`config.mk`:
```
export PLATFORM = sky130hd
export DESIGN_NAME = mux_rr_stream
export DESIGN_NICKNAME = d
export VERILOG_FILES = /design/src/rtl/mux_rr_stream.sv
export SDC_FILE = /design/constraint.sdc
export NUM_CORES = 1
export LEC_CHECK = 0
export CAP_MARGIN = 10
export CORE_ASPECT_RATIO = 2
export CORE_UTILIZATION = 30
export CTS_BUF_LIST = sky130_fd_sc_hd__clkbuf_4 sky130_fd_sc_hd__clkbuf_8
export CTS_CLUSTER_DIAMETER = 60
export DETAILED_ROUTE_END_ITERATION = 16
export GPL_ROUTABILITY_DRIVEN = 0
export HOLD_SLACK_MARGIN = 0.1
export SLEW_MARGIN = 20
export SYNTH_ARGS = -nofsm -noshare
export SYNTH_HDL_FRONTEND = slang
export SYNTH_SLANG_ARGS = --single-unit
```
`constraint.sdc`:
```
create_clock -name clk -period 2.5 [get_ports clk]
set_input_delay 0.5 -clock clk [delete_from_list [all_inputs] [get_ports clk]]
set_output_delay 0.5 -clock clk [all_outputs]
set_load 0.01 [all_outputs]
```
`src/rtl/mux_rr_stream.sv`:
```
// N-channel valid/ready stream multiplexer with fixed or round-robin channel
// selection feeding a single registered output slot.
module mux_rr_stream #(
    parameter int unsigned  N_CH = 4,
    parameter int unsigned  DW   = 8,
    localparam int unsigned SELW = $clog2(N_CH)
) (
    input  logic               clk,
    input  logic               rst_n,
    input  logic               mode,
    input  logic [SELW-1:0]    sel,
    input  logic [N_CH-1:0]    in_valid,
    input  logic [N_CH*DW-1:0] in_data,
    output logic [N_CH-1:0]    in_ready,
    output logic               out_valid,
    input  logic               out_ready,
    output logic [DW-1:0]      out_data,
    output logic [SELW-1:0]    out_ch
);

    logic            out_valid_q, out_valid_d;
    logic [DW-1:0]   out_data_q, out_data_d;
    logic [SELW-1:0] out_ch_q, out_ch_d;
    logic [SELW-1:0] ptr_q, ptr_d;

    logic            grant_valid;
    logic [SELW-1:0] grant_idx;
    logic [DW-1:0]   grant_data;
    logic            slot_free;
    logic            xfer;

    assign slot_free = !out_valid_q || out_ready;

    // Grant selection: fixed index in mode 0, rotating search from ptr+1 in mode 1.
    always_comb begin
        int unsigned idx;
        grant_valid = 1'b0;
        grant_idx   = '0;
        idx         = 0;
        if (!mode) begin
            for (int unsigned i = 0; i < N_CH; i++) begin
                if (SELW'(i) == sel && in_valid[i]) begin
                    grant_valid = 1'b1;
                    grant_idx   = SELW'(i);
                end
            end
        end else begin
            for (int unsigned k = 0; k < N_CH; k++) begin
                idx = (32'(ptr_q) + 32'd1 + k) % N_CH;
                for (int unsigned j = 0; j < N_CH; j++) begin
                    if (!grant_valid && j == idx && in_valid[j]) begin
                        grant_valid = 1'b1;
                        grant_idx   = SELW'(j);
                    end
                end
            end
        end
    end

    // Data of the granted channel; in_data never reaches an output combinationally.
    always_comb begin
        grant_data = '0;
        for (int unsigned j = 0; j < N_CH; j++) begin
            if (SELW'(j) == grant_idx) begin
                grant_data = in_data[j*DW +: DW];
            end
        end
    end

    assign xfer = rst_n && grant_valid && slot_free;

    always_comb begin
        in_ready = '0;
        for (int unsigned j = 0; j < N_CH; j++) begin
            in_ready[j] = xfer && (SELW'(j) == grant_idx);
        end
    end

    // Output slot and round-robin pointer next state.
    always_comb begin
        out_valid_d = out_valid_q;
        out_data_d  = out_data_q;
        out_ch_d    = out_ch_q;
        ptr_d       = ptr_q;
        if (xfer) begin
            out_valid_d = 1'b1;
            out_data_d  = grant_data;
            out_ch_d    = grant_idx;
            if (mode) begin
                ptr_d = grant_idx;
            end
        end else if (out_ready) begin
            out_valid_d = 1'b0;
        end
    end

    // Pointer resets to the last channel so channel 0 wins first.
    always_ff @(posedge clk or negedge rst_n) begin
        if (!rst_n) begin
            out_valid_q <= 1'b0;
            out_data_q  <= '0;
            out_ch_q    <= '0;
            ptr_q       <= SELW'(N_CH - 1);
        end else begin
            out_valid_q <= out_valid_d;
            out_data_q  <= out_data_d;
            out_ch_q    <= out_ch_d;
            ptr_q       <= ptr_d;
        end
    end

    assign out_valid = out_valid_q;
    assign out_data  = out_data_q;
    assign out_ch    = out_ch_q;

endmodule
```
==> run metrics <==
clock latency on the worst-skew pair=240 ps; core area=0.00464 mm^2; # hold bufs at CTS=0; Synth area leaders=dfrtp_1 (19%), mux2i_1 (12%), o31ai_2 (6.9%), o21ai_0 (6.6%), a22oi_2 (6.0%); final setup fails=0; fraction of layout cells with a size suffix above 1=0.270; multi-input logic area=0.00100 mm^2; Final Skew=3.49 ps; CTS tree=built; synth-to-layout area growth=54.5%; Synth area leader=dfrtp_1; initial antenna violation count=0; Post-synth top cells=o21ai_0 (19), mux2i_1 (18), nand2_1 (13); switching fraction of total power=0.370; Rows=35; worst min path class=reg2reg; GRT overflow=0; starting DRC count in detailed routing=21; DRT Wirelength=4240 um; Crit Path Max Fanout=7; Register Area=328 um^2; peak supply drop=0.350 mV; Final Hold Viols=0; Worst setup SP type=input pin; n_diodes=0; Post-Place Worst Slack=-628 ps; Final HPWL DP=3360 um; Clock Sinks=13; Top FF cell, synth=dfrtp_1; Syn Std Cell Area=0.00145 mm^2; Crit. End Element=output pin; CTS clk-pin slew, worst paths=50 ps; synthesized area per cell=8.89 um^2; flops & latches, synth=13; worst-margin pin slew=308 ps; DP Cell Count=284; I/O pins=57; dominant cell by count in the synthesized netlist=o21ai_0; Switch Pwr=523 uW; Distinct cells, synth=36; vias in the first global route=1595; post-route clock period utilization=0.960; die height=100 um; Syn. warnings=0; htree depth=1; status=finished, final reports clean; pins over their slew limit=0; chip width=51.1 um; Clk pwr share=0.135; ANT nets after route=0; die area=0.00513 mm^2; Data arrival, critical path=1900 ps; Synth Instances=163; TNS Setup=0 ps; Final Non-Filler Cells=292; fmax=417 MHz; Initial Util=0.312; PD cells=632 mW/mm^2; EDFF count, synth=0; drt wl/cell=14.5 um; DRC viols=0; Leak=0.000987 uW; Vias per Instance=5.26; Critical Path RT=2000 ps; max_cap viols=0; Internal Power=891 uW; # nets final=280; post-synthesis sequential area ratio=0.226; setup repair after global routing missed its margin=yes; syn nets=205; Via Count=1536; Comb power frac=0.618; post-synth top area share=0.190; clock root buffer=clkbuf_8; largest net degree at the start of global routing=26; Global Route Usage Sum=0.180; fillcell total=486; ys async rst share=1.00; share of total power in sequential cells=0.247; Port Buf Inserts=56; first-pass GRT wire length=7190 um; Clock Path Buffers=2; Max-slew headroom=0.789; Detailed Routing Iterations Pass 1=4; TritonCTS Buffers=3; Tmin final=2400 ps; fin worst setup slack=99.6 ps; kind of critical path=in2out
stage by stage:
stage / util / hold slack, ps / instance area (um^2) / total power, uW
floorplan: - / 204 / 1450 / 902
detailed placement: 0.468 / 475 / 2170 / 1210
global route: 0.482 / 501 / 2240 / 1520
CTS: 0.483 / 489 / 2240 / 1400
global placement: 0.468 / 470 / 2170 / 1190
finish: 0.482 / 483 / 2240 / 1410
sequential cells by signal (all words and copies together) (netlist names):
name and count:
out_valid 1, out_ch 2, ptr_q 2, out_data 8
critical path, stage by stage:
cell	delay [ps]
clkdlybuf4s15_2	240
nor2b_4	150
a22o_1	230
or2_1	250
a21oi_2	200
nor3b_2	180
buf_2	150
timing repair:
| action | 4_1_cts | 5_1_grt |
|---|---|---|
| pin swaps | 2 | 3 |
| buffers inserted | 2 | 2 |
| endpoints found under the setup margin | 6 | 4 |
| resized for setup | 23 | 6 |
worst paths after layout:
check                            start           to  slack (ps)  cells past startpoint
max                        in_valid[3]  in_ready[2]         100                      7
min                          out_ch[0]    out_ch[0]         480                      2
max reg2reg                   ptr_q[1]  out_data[0]         470                      7
min reg2reg                  out_ch[0]    out_ch[0]         480                      2
max in group asynchronous        rst_n     ptr_q[0]        1620                      2
min in group asynchronous        rst_n  out_data[2]         640                      2
placed cells by master, fill, tap and decap left out, types with 2 or more instances in the layout:
| master | netlist | layout |
|---|---|---|
| clkdlybuf4s50_1 | 0 | 45 |
| buf_4 | 0 | 26 |
| o21ai_0 | 19 | 19 |
| mux2i_1 | 18 | 18 |
| nand2_1 | 13 | 13 |
| dfrtp_1 | 11 | 11 |
| inv_1 | 10 | 10 |
| nor3_1 | 9 | 9 |
| a32o_1 | 8 | 8 |
| a21oi_1 | 9 | 8 |
| o31ai_2 | 8 | 8 |
| a211o_1 | 7 | 7 |
| a22oi_2 | 7 | 7 |
| nor2_1 | 4 | 4 |
| a21oi_2 | 2 | 3 |
| clkbuf_8 | 0 | 3 |
| dlygate4sd2_1 | 0 | 3 |
| clkbuf_2 | 0 | 3 |
| nand2b_1 | 3 | 2 |
| or2_1 | 2 | 2 |
| mux2_2 | 2 | 2 |
| mux2_1 | 2 | 2 |
| clkdlybuf4s15_1 | 0 | 2 |
| clkdlybuf4s15_2 | 0 | 2 |
| dfstp_2 | 2 | 2 |
per-layer routing:
layer / GRT usage / wire length (um) / part of all wire / up-vias
met2: 0.327 / 2310 / 0.54 / 45
met3: 0.00758 / 107 / 0.025 / 12
li1: - / - / - / 772
met5: 0 / 0 / 0 / -
met4: 0.0919 / 148 / 0.035 / 0
met1: 0.203 / 1680 / 0.40 / 707
layout make-up:
| class | count | share of cell area |
|---|---|---|
| repair buffers | 83 | 0.337 |
| multi-input cells | 127 | 0.447 |
| clock buffers | 4 | 0.0218 |
| flip-flops and latches | 13 | 0.146 |
| inverters | 10 | 0.0168 |
| well taps | 55 | 0.0307 |
logic make-up after synthesis:
| group | synth area share |
|---|---|
| AOI/OAI and AO/OA | 0.371 |
| buffers and inverters | 0.0881 |
| DFF | 0.226 |
| muxes | 0.174 |
| and+or+nand+nor | 0.141 |
power by group through the flow:
stage	combinational, uW	clock, uW	sequential [uW]
2_1_floorplan	531	0	371
3_3_place_gp	841	0	354
3_5_place_dp	849	0	356
4_1_cts	855	197	352
5_1_grt	954	209	359
6_report	873	191	350
Note: power is estimated with default switching activity, not from simulation.
